<file path="config.mk">
export PLATFORM = sky130hd
export DESIGN_NAME = bank_drain_sequencer
export DESIGN_NICKNAME = d
export VERILOG_FILES = /design/src/rtl/bank_drain_sequencer.sv
export SDC_FILE = /design/constraint.sdc
export NUM_CORES = 1
export LEC_CHECK = 0
export BUFFER_PORTS_ARGS = -buffer_cell sky130_fd_sc_hd__buf_4
export CAP_MARGIN = 40
export CORE_ASPECT_RATIO = 1.25
export CORE_MARGIN = 1
export CORE_UTILIZATION = 45
export CTS_CLUSTER_SIZE = 40
export DETAILED_ROUTE_END_ITERATION = 8
export GPL_TIMING_DRIVEN = 0
export HOLD_SLACK_MARGIN = 0.15
export PLACE_DENSITY_LB_ADDON = 0.25
export SLEW_MARGIN = 20
export SYNTH_ARGS = -nofsm -noshare
export SYNTH_HDL_FRONTEND = slang
export SYNTH_SLANG_ARGS = --single-unit
</file>
<file path="constraint.sdc">
create_clock -name clk -period 6.6 [get_ports clk]
set_input_delay 0 -clock clk [delete_from_list [all_inputs] [get_ports clk]]
set_output_delay 0 -clock clk [all_outputs]
set_load 0.1 [all_outputs]
</file>
<file path="src/rtl/bank_drain_sequencer.sv">
// rtl/bank_drain_sequencer.sv - bank-major tile drain with credit-limited 2-deep tagged output FIFO
// Bank is the inner loop, entry the outer; at most two words are ever owed to the FIFO.
module bank_drain_sequencer #(
  parameter int BANK_COUNT = 32,
  parameter int TILE_SIZE  = 256,
  parameter int DATA_WIDTH = 16,
  parameter int SKIP_ZERO  = 0
) (
  input  logic                          clk,
  input  logic                          rst_n,
  input  logic                          start,
  input  logic [$clog2(TILE_SIZE):0]    entry_count,
  input  logic [1:0]                    bitwidth,
  output logic                          busy,
  output logic                          done,
  output logic                          rd_en,
  output logic [$clog2(BANK_COUNT)-1:0] rd_bank,
  output logic [$clog2(TILE_SIZE)-1:0]  rd_entry,
  input  logic [DATA_WIDTH-1:0]         rd_data,
  output logic                          out_valid,
  input  logic                          out_ready,
  output logic [$clog2(BANK_COUNT)-1:0] out_bank,
  output logic [$clog2(TILE_SIZE)-1:0]  out_entry,
  output logic [1:0]                    out_bitwidth,
  output logic [DATA_WIDTH-1:0]         out_data
);
  localparam int BW = $clog2(BANK_COUNT);
  localparam int EW = $clog2(TILE_SIZE);
  localparam int CW = EW + 1;

  localparam logic [1:0] S_IDLE  = 2'd0;
  localparam logic [1:0] S_RUN   = 2'd1;
  localparam logic [1:0] S_FLUSH = 2'd2;
  localparam logic [1:0] S_DONE  = 2'd3;

  logic [1:0]            state;
  logic [CW-1:0]         count_q;
  logic [1:0]            bw_q;
  logic [BW-1:0]         bank_q;
  logic [EW-1:0]         entry_q;
  logic                  inflight;
  logic [BW-1:0]         tag_bank;
  logic [EW-1:0]         tag_entry;
  logic [BW-1:0]         fifo_bank  [2];
  logic [EW-1:0]         fifo_entry [2];
  logic [DATA_WIDTH-1:0] fifo_data  [2];
  logic                  wr_ptr;
  logic                  rd_ptr;
  logic [1:0]            occ;

  logic [CW-1:0] clamped;
  logic [2:0]    credit_used;
  logic          pop;
  logic          push;
  logic          last_read;

  assign clamped   = (entry_count > CW'(TILE_SIZE)) ? CW'(TILE_SIZE) : entry_count;
  assign out_valid = (occ != 2'd0);
  assign pop       = out_valid & out_ready;
  // pop implies occ >= 1, so this never underflows
  assign credit_used = {1'b0, occ} + {2'b00, inflight} - {2'b00, pop};
  assign rd_en     = (state == S_RUN) && (credit_used < 3'd2);
  assign push      = inflight && !((SKIP_ZERO != 0) && (rd_data == '0));
  assign last_read = (bank_q == BW'(BANK_COUNT - 1)) && ({1'b0, entry_q} == count_q - CW'(1));

  assign busy         = (state == S_RUN) || (state == S_FLUSH);
  assign done         = (state == S_DONE);
  assign rd_bank      = rd_en ? bank_q  : '0;
  assign rd_entry     = rd_en ? entry_q : '0;
  assign out_bank     = out_valid ? fifo_bank[rd_ptr]  : '0;
  assign out_entry    = out_valid ? fifo_entry[rd_ptr] : '0;
  assign out_data     = out_valid ? fifo_data[rd_ptr]  : '0;
  assign out_bitwidth = out_valid ? bw_q : 2'b00;

  always_ff @(posedge clk or negedge rst_n) begin
    if (!rst_n) begin
      state   <= S_IDLE;
      count_q <= '0;
      bw_q    <= 2'b00;
      bank_q  <= '0;
      entry_q <= '0;
    end else begin
      case (state)
        S_IDLE: if (start) begin
          count_q <= clamped;
          bw_q    <= bitwidth;
          bank_q  <= '0;
          entry_q <= '0;
          state   <= (clamped == '0) ? S_DONE : S_RUN;
        end
        S_RUN: if (rd_en) begin
          if (last_read) state <= S_FLUSH;
          if (bank_q == BW'(BANK_COUNT - 1)) begin
            bank_q  <= '0;
            entry_q <= entry_q + EW'(1);
          end else begin
            bank_q <= bank_q + BW'(1);
          end
        end
        S_FLUSH: if (!inflight && occ == 2'd0) state <= S_DONE;
        default: state <= S_IDLE;
      endcase
    end
  end

  // Read tags travel alongside the 1-cycle memory latency
  always_ff @(posedge clk or negedge rst_n) begin
    if (!rst_n) begin
      inflight  <= 1'b0;
      tag_bank  <= '0;
      tag_entry <= '0;
    end else begin
      inflight <= rd_en;
      if (rd_en) begin
        tag_bank  <= bank_q;
        tag_entry <= entry_q;
      end
    end
  end

  always_ff @(posedge clk or negedge rst_n) begin
    if (!rst_n) begin
      for (int i = 0; i < 2; i++) begin
        fifo_bank[i]  <= '0;
        fifo_entry[i] <= '0;
        fifo_data[i]  <= '0;
      end
      wr_ptr <= 1'b0;
      rd_ptr <= 1'b0;
      occ    <= 2'd0;
    end else begin
      if (push) begin
        fifo_bank[wr_ptr]  <= tag_bank;
        fifo_entry[wr_ptr] <= tag_entry;
        fifo_data[wr_ptr]  <= rd_data;
        wr_ptr             <= ~wr_ptr;
      end
      if (pop) rd_ptr <= ~rd_ptr;
      occ <= occ + {1'b0, push} - {1'b0, pop};
    end
  end
endmodule

</file>
-- Yosys cells after proc, flatten, opt, wreduce, memory -nomap -nowiden
Index checks and enable logic that the tools add are counted.
- logic and storage cells: 98
- register bits: 102
- output and inout port bits: 48
- equal/unequal tests: 10
- $lt $le $gt $ge: 5
- multiplexer cells: 39
- add/subtract/negate cells: 7
- reductions and logical operators: 15
- bitwise operators: 5
- operators with widths (cell ; number):
    $mux W16 ; 5
    $mux W8 ; 9
    $mux W5 ; 9
    $bwmux W32 ; 1
    $bwmux W16 ; 1
    $demux W16 S1 ; 1
    $pmux W8 S2 ; 1
    $mux W2 ; 6
    $bwmux W10 ; 1
    $pmux W5 S2 ; 1
    $eq A8 B9 Y1 ; 1
    $gt A9 B9 Y1 const B ; 1
    $logic_not A9 Y1 ; 1
    $mux W9 ; 1
    $sub A9 B1 Y9 const B ; 1
    $add A8 B1 Y8 const B ; 1
    $demux W8 S1 ; 1
    $ne A2 B2 Y1 const B ; 4
    $reduce_and A4 Y1 ; 2
    $pmux W2 S3 ; 1
    $add A5 B1 Y5 const B ; 1
    $demux W5 S1 ; 1
    $eq A5 B5 Y1 const B ; 1
    $eq A2 B2 Y1 const B ; 2
    19 further kinds ; 27

-- Longest topological paths before layout
Gate-level depths: netlist of run 1.
- depth after elaboration: 7
- depth in mapped cells: 13
- gate-level depth less buffers: 12

-- Worst setup path before layout of run 1
OpenSTA, ideal clock, no wires.
- path kind: reg-to-output
- start point: reg occ[1]
- end point: out rd_bank[2]
- buffers on the path: 2
- cell stages (with the launch flop): 12
- arrival: 4.067 ns
- path slack: 2.533 ns
- path through: dfrtp_1 -> nor2_1 -> nor2b_1 -> ha_1 -> inv_1 -> ha_1 -> fa_1 -> xnor2_1 -> nor3b_1 -> buf_2 -> clkbuf_1 -> and2_1
- word-level cells in the longest chain between the ends: 6
- elaborated cells between the ends (all ways): 7
- classes of those cells: add/sub (2); order compare (1); mux (1); bitwise (1); reduce/logical (2)
- RTL lines (what ; line ; text):
    start, declared ; 49 ; logic [1:0] occ;
    start signal, assigned ; 139 ; occ <= occ + {1'b0, push} - {1'b0, pop};
    $reduce_bool A2 Y1 ; 58 ; assign out_valid = (occ != 2'd0);
    $and A1 B1 Y1 ; 59 ; assign pop = out_valid & out_ready;
    via pop ; 53 ; logic pop;
    $sub A3 B1 Y3 ; 61 ; assign credit_used = {1'b0, occ} + {2'b00, inflight} - {2'b00, pop};
    $lt A3 B2 Y1 ; 62 ; assign rd_en = (state == S_RUN) && (credit_used < 3'd2);
    $logic_and A1 B1 Y1 ; 62 ;
    via rd_en ; 16 ; output logic rd_en,
    $mux W5 ; 68 ; assign rd_bank = rd_en ? bank_q : '0;
    end, declared ; 17 ; output logic [$clog2(BANK_COUNT)-1:0] rd_bank,
The timed path passes the listed nets, and every way through them passes these cells.

-- Worst setup path in the final report of run 1
- start point: reg occ[1]
- end point: out rd_bank[3]
- word-level cells in the longest chain between the ends: 6
- elaborated cells between the ends (all ways): 7
- classes of those cells: add/sub (2); order compare (1); mux (1); bitwise (1); reduce/logical (2)
- RTL lines (what ; line):
    $reduce_bool A2 Y1 ; 58
    $and A1 B1 Y1 ; 59
    via pop ; 53
    $sub A3 B1 Y3 ; 61
    $lt A3 B2 Y1 ; 62
    $logic_and A1 B1 Y1 ; 62
    $mux W5 ; 68
The timed path passes the listed nets, and every way through them passes these cells.

==> results of run 1 <==
-- layout by cell type (no fill, tap or decap), drive strengths merged, types with 13 or more instances in the layout --
master	instances
clkbuf	26
xor2	13
o21ai	13
dlygate4sd3	35
and2	14
mux2i	31
buf	86
nand2	17
dfrtp	102
nor2	47
mux2	75
-- cells by family after synthesis --
logic type | count (synthesis) | share of synthesized area
AO/OA/AOI/OAI | 25 | 0.03303
adder cells (fa/ha/maj) | 11 | 0.02924
XOR/XNOR | 20 | 0.03529
AND/OR/NAND/NOR | 124 | 0.1281
multiplexers | 106 | 0.2334
buffers and inverters | 34 | 0.02672
flip-flops | 102 | 0.5142
-- sequential cells by signal (all words and copies together) (netlist names) --
signal	count
wr_ptr	1
rd_ptr	1
bw_q	2
bank_q	5
state	2
fifo_bank	10
tag_bank	5
occ	2
inflight	1
count_q	9
tag_entry	8
entry_q	8
fifo_entry	16
fifo_data	32
-- layout make-up --
cell class / instances / area (sq um) / share of cell area
timing repair buffer: 114 / 979.7 / 0.1522
multi-input combinational: 286 / 2278 / 0.3541
inverter: 11 / 41.29 / 0.006416
tap: 132 / 165.2 / 0.02567
sequential: 102 / 2552 / 0.3967
buffer: 23 / 91.34 / 0.01419
clock inverter: 4 / 97.59 / 0.01517
clock buffer: 10 / 229.0 / 0.03558
-- worst paths after layout --
| check | from | end | slack [ns] |
|---|---|---|---|
| max | occ[1] | rd_bank[3] | 2.81 |
| min | rst_n | fifo_entry[11] | 0.18 |
| max reg2reg | occ[1] | state[1] | 3.26 |
| min reg2reg | wr_ptr | wr_ptr | 0.50 |
| max in group asynchronous | rst_n | fifo_data[8] | 6.08 |
| min in group clk | bitwidth[0] | bw_q[0] | 0.44 |
-- metrics by stage --
step	instances	area [sq um]	worst slack (ns)	hold WS [ns]
floorplan	422	4964	2.533	-0.2956
global placement	631	5707	3.180	0.2330
detailed placement	632	5738	3.164	-0.09095
CTS	682	6435	2.776	0.1785
global route	682	6435	2.479	0.1995
finish	682	6435	2.810	0.1799
-- synthesized netlist by cell type, types with 2 or more instances --
master	count	area, sq um
nand2_1	17	63.81
xnor2_1	7	61.31
nor2b_1	7	43.79
buf_1	3	11.26
and2_1	14	87.58
ha_1	10	125.1
mux2i_1	31	310.3
a32o_1	2	20.02
mux2_2	74	833.3
nand4_1	5	31.28
nand2b_1	11	68.82
nand3_1	5	25.02
o21ai_0	13	65.06
nor2_1	47	176.4
buf_2	4	20.02
dfrtp_1	102	2552
inv_1	11	41.29
nor4_1	2	12.51
xor2_1	13	113.9
nor4b_1	2	17.52
clkbuf_1	16	60.06
and3_1	5	31.28
nor3b_1	2	15.01
-- tightest hold or removal path, stage by stage --
cell and delay (ns):
dlygate4sd3_1 0.55, buf_6 0.13, buf_12 0.20
-- per-layer routing --
metal	vias to the layer above	routed length [um]
met5	-	0
met2	59	5144
met3	12	282
met1	1716	4585
li1	1696	-
met4	0	170
==> impl_results.md, run 1 <==
- CTS root buf: clkbuf_16
- Post_cts resized: 0
- Critical path depth: 12
- Delay of the slowest critical-path stage: approximately 0.42 ns
- Die extent in x: around 96 um
- CP Max Fanout: 11
- Max_cap viols: 0
- Slowest-stage cell, CP: dfrtp_1
- Final Setup Violations: 0
- RSZ-0062 raised after global routing: false
- Post-Syn Instances: between 400 and 500
- Io pins: between 70 and 80
- FF+latch count, synth: between 100 and 150
- Endpoint type of the worst setup path: output port
- 1st-pass router iterations: 4
- Clock sink count: just over 100
- GRT busiest layer: met2
- Gr ovfl total: 0
- Delay-heaviest family, CP: buffers and inverters
- Maximum number of pins on one net before global-route repair: 71
- Gpl congestion: around 0.79
- Drt wl/cell: approximately 15 um
- # diodes: 0
- Final wirelength: about 10 mm
- Post-layout min period: ~3.8 ns
- CTS Buf Count: 9
- P&R area growth vs syn: 29.64%
- FF-to-FF path depth: 12
- Initial Util: 0.4653
- Met3 Resource Use GR: 0.03512
- CTS tree: yes
- Top FF cell, synth: dfrtp_1
- Port Buffers: slightly below 80
- Met2 Use GR: 0.3308
- Full die area: 11460 sq um
- Skew-Pair Late Insertion Delay: ~0.34 ns
- Initial drt markers: 88
- Hpwl dp: around 7.2 mm
- Syn_nets: approximately 460
- Ys async rst share: 1.000
- Post-Syn Area: between 4000 and 5000 sq um
- GRT Total Usage: 0.1965
- Syn Area/Cell: ~12 sq um
- Routed vias/inst: between 5 and 6
- CP Class: register to output port
- Fin Setup TNS: 0 ns
- Final hold viol count: 0
- Library cells used by synthesis: 42
- Most frequent CP cell: ha_1
- WP buf/inv: 4
- DRT antenna net count: 0
- Clock transition at path regs: about 0.070 ns
- Vias: between 3000 and 4000
- Nets: around 590
- Data arrival, critical path: ~3.8 ns
- Clock buffer depth: 2
- Util after Layout: 0.6032
- Worst-Margin Slew: between 0.8 and 0.9 ns
- DRC violations left: 0
- Met1 GRT Util: 0.2522
- Post-synth EDFFs: 0
- Max-slew headroom: 0.4522
- Std cell rows: 42
- Status: finished, final reports clean
- Vias in the first global route: 3597
- Share of post-route cells with drive strength above 1: 0.3164
- Critical-path cell list: nor2_1 > nor2b_1 > ha_1 > inv_1 > ha_1 > fa_1 > xnor2_1 > nor3b_1 > buf_2 > clkbuf_1 > and2_1 > buf_4
- CP Launch Type: register
- First-pass GRT wire length: 17.31 mm
- Core footprint: 10670 sq um
- Postcts setup bufs: 0
- Crit share post-route: 0.5743
- Seq/Total Area, Yosys: 0.5142
- H-Tree Depth: 3
- Hold crit path type: input pin to asynchronous set/reset pin
- Final Skew: 0.005601 ns
- FMAX: approximately 0.26 GHz
- Initial antenna violation count: 0
- Synth warnings: 0
- # hold bufs at CTS: 36
- WP data required: about 6.6 ns
- Fillers: 881
- Slew Viols, Final: 0
- Die Ht: 119.4 um
Power of run 1 is not shown: default switching activity piles up to over one toggle a cycle in this logic, so the estimate is an artifact.
==> inputs of run 2 (changes only) <==
==> constraint.sdc (replaced) <==
create_clock -name clk -period 3.95 [get_ports clk]
set_input_delay 0 -clock clk [delete_from_list [all_inputs] [get_ports clk]]
set_output_delay 0 -clock clk [all_outputs]
set_load 0.1 [all_outputs]
==> run 2 against run 1 <==
Sequential share of layout area about the same; via count barely moved; global-route usage shrank 0.27 points; flip-flop and latch count stayed put; cell count is 0.73% higher; core utilization barely moved; clock skew down 0.0023 ns; first-iteration DRC count grew 63%; die area is the same; register-to-register slack got worse by 2.7 ns.
==> impl_results.md, run 2 (synthesis gave the netlist of run 1 again) <==
- Die extent in x: roughly 96 um
- Skew-Pair Late Insertion Delay: 0.34 ns
- CTS root buf: clkbuf_16
- Nets: about 590
- Fin Setup TNS: 0 ns
- Crit share post-route: 0.9304
- Final Setup Violations: 0
- Reg with most FFs: fifo_data
- Worst setup startpoint: occ[1]
- Vias: approximately 3500
- Util after Layout: 0.6034
- Status: finished, final reports clean
- Delay-heaviest family, CP: simple AND/OR/NAND/NOR gates
- Post_cts resized: 0
- P&R area growth vs syn: 29.69%
- Share of post-route cells with drive strength above 1: 0.3207
- CTS tree: yes
- Clock sink count: between 100 and 150
- WP data required: ~4 ns
- Final WS setup: around 0.27 ns
- Maximum number of pins on one net before global-route repair: 66
- Most frequent CP cell: ha_1
- Routed vias/inst: approximately 5.1
- Die Ht: approximately 120 um
- Slowest-stage cell, CP: nor2_1
- WP buf/inv: 4
- Leading registers by flop count: fifo_data (32), fifo_entry (16), fifo_bank (10)
- Worst R2R End: entry_q[5]
- Gr ovfl total: 0
- CTS Buf Count: 9
- FMAX: around 0.27 GHz
- Drt wl/cell: ~15 um
- Post-layout min period: 3.675 ns
- Postcts setup bufs: 0
- Initial drt markers: approximately 140
- Max-slew headroom: 0.4692
- End of the critical path: rd_bank[2]
- Clock buffer depth: 2
- Slew Viols, Final: 0
- Final Skew: 0.003309 ns
- Initial antenna violation count: 0
- Critical path depth: 12
- Place WS: ~0.62 ns
- Commonest non-fill, non-tap cell in the layout: dfrtp_1
- Data arrival, critical path: ~3.7 ns
- Final hold viol count: 0
- 1st-pass router iterations: 4
- Hpwl dp: 7.212 mm
- CP Class: register to output port
- CP Launch Type: register
- Hold crit path type: input pin to asynchronous set/reset pin
- Core footprint: ~11000 sq um
- Critical-path cell list: nor2_1 > nor2b_1 > ha_1 > inv_1 > ha_1 > fa_1 > xnor2_1 > nor3b_1 > buf_2 > clkbuf_2 > and2_1 > buf_4
- Non-filler cells, final: roughly 690
- Final wirelength: between 10 and 15 mm
- Full die area: about 11000 sq um
- DRT antenna net count: 0
- RSZ-0062 raised after global routing: false
- Port Buffers: 77
- Placed cell count: around 630
- Std cell rows: 42
- Io pins: slightly below 80
- Reg2reg start: occ[1]
- Vias in the first global route: between 3000 and 4000
- FF-to-FF path depth: 13
- GRT Total Usage: 0.1938
- # hold bufs at CTS: 39
- # diodes: 0
- Commonest non-fill, non-tap cells in the layout: dfrtp_1 (102), buf_4 (76), mux2_2 (74), nor2_1 (47), dlygate4sd3_1 (38)
- H-Tree Depth: 3
- Clock transition at path regs: 0.07 ns
- Largest register FFs: 32
- Delay of the slowest critical-path stage: 0.43 ns
- FF-to-FF setup slack: roughly 0.60 ns
- Endpoint type of the worst setup path: output port
- DRC violations left: 0
- CP Max Fanout: 11
- Initial Util: 0.4653
- First-pass GRT wire length: between 15 and 20 mm
- Max_cap viols: 0
- Worst-Margin Slew: 0.7962 ns
- Gpl congestion: between 0.7 and 0.8
==> run 2: changes by cell type in the layout (fill, tap and decap cells not counted) <==
cell | previous run | this run
clkbuf_2 | 0 | 1
clkbuf_1 | 17 | 15
inv_6 | 0 | 2
clkinv_2 | 0 | 2
dlygate4sd3_1 | 35 | 38
bufinv_16 | 3 | 1
clkinvlp_4 | 1 | 2
==> run 2: area by class of cell <==
cell class              count  area [sq um]
plain buffers              23         92.59
multi-input cells         286          2278
inverters                  11         41.29
fillers                   890          4230
well taps                 132         165.2
flip-flops and latches    102          2552
clock buffers               9         225.2
repair buffers            117          1010
clock inverters             7         72.57
==> run 2: how the worst min path moves through the flow <==
stage / startpoint / to / slack (ns) / depth (start not counted)
global route: rst_n / fifo_entry[3] / 0.20 / 3
floorplan: rst_n / bank_q[0] / -0.30 / 0
finish: rst_n / fifo_entry[3] / 0.17 / 3
detailed placement: rst_n / fifo_entry[11] / -0.07 / 1
global placement: bitwidth[1] / bw_q[1] / 0.23 / 2
CTS: rst_n / fifo_entry[3] / 0.18 / 3
==> run 2: layer usage <==
metal	vias to the layer above	track usage	part of all wire
met2	70	0.3348	0.52
met4	0	0.06996	0.016
met5	-	0	0
met1	1695	0.2424	0.44
met3	12	0.02810	0.026
li1	1709	-	-
==> run 2: tightest hold or removal path, delay by kind of cell <==
family | cells | cell delay, ns
buffers and inverters | 3 | 0.87
==> run 2: per-stage QoR <==
stage / hold slack (ns) / instance area [sq um]
final: 0.1710 / 6437
after global placement: 0.2340 / 5708
after CTS: 0.1832 / 6437
after floorplan: -0.2956 / 4965
after detailed placement: -0.06984 / 5739
after global routing: 0.1957 / 6437
Power of run 2 is left out for the same reason.
==> inputs of run 3 (changes only) <==
--- a/config.mk
+++ b/config.mk
@@ -7,7 +7,7 @@
 export LEC_CHECK = 0
 export BUFFER_PORTS_ARGS = -buffer_cell sky130_fd_sc_hd__buf_4
 export CAP_MARGIN = 40
-export CORE_ASPECT_RATIO = 1.25
+export CORE_ASPECT_RATIO = 0.5
 export CORE_MARGIN = 1
 export CORE_UTILIZATION = 45
 export CTS_CLUSTER_SIZE = 40
==> run 3 against run 2 <==
Cell count grew 1.0%; worst hold slack lost 0.020 ns; register-to-register slack gained 0.06 ns; wire length shrank 2.5%; sequential share of layout area is essentially flat; critical endpoint is now rd_entry[6]; non-clock buffer count is the same; flip-flop and latch count is the same; via count shrank 0.80%; setup slack gained 0.063 ns; first-iteration DRC count shrank 22%.
==> impl_results.md, run 3 (synthesis gave the netlist of run 1 again) <==
- Max_cap viols: 0
- Final hold viol count: 0
- Final Setup Violations: 0
- Crit share post-route: 0.9146
- CTS root buf: clkbuf_16
- Commonest non-fill, non-tap cells in the layout: dfrtp_1 (102), buf_4 (76), mux2_2 (74), nor2_1 (46), dlygate4sd3_1 (38)
- Leading registers by flop count: fifo_data (32), fifo_entry (16), fifo_bank (10)
- Clock sink count: 102
- FMAX: roughly 0.28 GHz
- Die extent in x: 150.5 um
- Share of post-route cells with drive strength above 1: 0.3213
- Core footprint: between 10000 and 15000 sq um
- Final Skew: 0.006460 ns
- Gr ovfl total: 0
- Slew Viols, Final: 0
- CTS tree: yes
- Status: finished, final reports clean
- Fin Setup TNS: 0 ns
- P&R area growth vs syn: 29.62%
- Port Buffers: a little under 80
- # diodes: 0
- Std cell rows: 26
- Full die area: 11480 sq um
- Data arrival, critical path: 3.61 ns
- Endpoint type of the worst setup path: output port
- Hpwl dp: approximately 7 mm
- Nets: 592
- Delay-heaviest family, CP: simple AND/OR/NAND/NOR gates
- Die Ht: between 70 and 80 um
- Postcts setup bufs: 0
- Initial Util: 0.4738
- Initial antenna violation count: 0
- Largest register FFs: 32
- Initial drt markers: 111
- Slowest-stage cell, CP: dfrtp_1
- First-pass GRT wire length: approximately 16 mm
- WP data required: around 4 ns
- Critical-path cell list: nor2_2 > nor2b_1 > ha_1 > inv_1 > ha_1 > fa_1 > xnor2_1 > nor3b_1 > buf_2 > clkbuf_2 > and2_1 > buf_4
- CP Max Fanout: 11
- Delay of the slowest critical-path stage: 0.43 ns
- Most frequent CP cell: ha_1
- Drt wl/cell: roughly 14 um
- Io pins: 79
- Reg with most FFs: fifo_data
- CTS Buf Count: 9
- Vias: ~3500
- WP buf/inv: 4
- Post-layout min period: roughly 3.6 ns
- Hold crit path type: input pin to asynchronous set/reset pin
- Max-slew headroom: 0.4559
- Gpl congestion: between 0.7 and 0.8
- GRT Total Usage: 0.1877
- DRT antenna net count: 0
- Skew-Pair Late Insertion Delay: 0.35 ns
- CP Class: register to output port
- Clock transition at path regs: roughly 0.070 ns
- CP Launch Type: register
- Clock buffer depth: 2
- Worst-Margin Slew: 0.8162 ns
- Vias in the first global route: about 3300
- Final wirelength: 10.01 mm
- RSZ-0062 raised after global routing: false
- Commonest non-fill, non-tap cell in the layout: dfrtp_1
- H-Tree Depth: 3
- 1st-pass router iterations: 4
- Maximum number of pins on one net before global-route repair: slightly below 80
- DRC violations left: 0
- Routed vias/inst: about 5.0
[run 3: final timing paths]
check                                 start      endpoint  slack (ns)  cells past startpoint
worst max-delay path                 occ[1]   rd_entry[6]        0.34                     12
worst min-delay path                  rst_n    count_q[7]        0.15                      3
worst max register to register       occ[1]      state[1]        0.66                     12
worst min register to register       wr_ptr        wr_ptr        0.49                      1
max in group asynchronous             rst_n  tag_entry[0]        3.42                      3
min in group clk                bitwidth[0]       bw_q[0]        0.43                      3
[run 3: metal layers]
layer,share of wire,GRT usage,vias up
li1,-,-,1703
met1,0.50,0.2600,1680
met2,0.45,0.2880,64
met3,0.038,0.05030,11
met4,0.012,0.05455,0
met5,0,0,-
[run 3: timing repair]
action,4_1_cts,5_1_grt
hold buffers,39,0
endpoints found under the hold margin,152,0
gates resized for setup,0,1
setup endpoints to repair,0,9
[run 3: layout make-up]
| cell class | instances | area, sq um |
|---|---|---|
| Inverter | 11 | 41.29 |
| Multi-Input combinational cell | 286 | 2281 |
| Sequential cell | 102 | 2552 |
| Clock inverter | 6 | 56.30 |
| Timing Repair Buffer | 117 | 1010 |
| Buffer | 23 | 92.59 |
| Clock buffer | 9 | 225.2 |
| Fill cell | 863 | 4041 |
| Tap cell | 140 | 175.2 |
[run 3: stage by stage]
step	setup WS, ns	hold WS, ns	area (sq um)	std cells	util
6_report	0.3375	0.1511	6434	694	0.6142
5_1_grt	0.1396	0.1868	6434	694	0.6142
4_1_cts	0.1294	0.1561	6431	694	0.6140
3_5_place_dp	0.4717	-0.1135	5749	640	0.5489
3_3_place_gp	0.4880	0.2361	5718	639	0.5459
2_1_floorplan	0.3809	-0.2956	4965	422	-
[run 3: worst reg2reg max path, cell delays in order (launching register included)]
cell       delay (ns)
dfrtp_1          0.43
nor2_2           0.37
nor2b_1          0.17
ha_1             0.30
inv_1            0.04
ha_1             0.18
fa_1             0.38
xnor2_1          0.15
o21a_1           0.23
nor4_1           0.23
o2111ai_1        0.15
a21o_1           0.25
mux2_4           0.30
Power of run 3 is left out for the same reason.
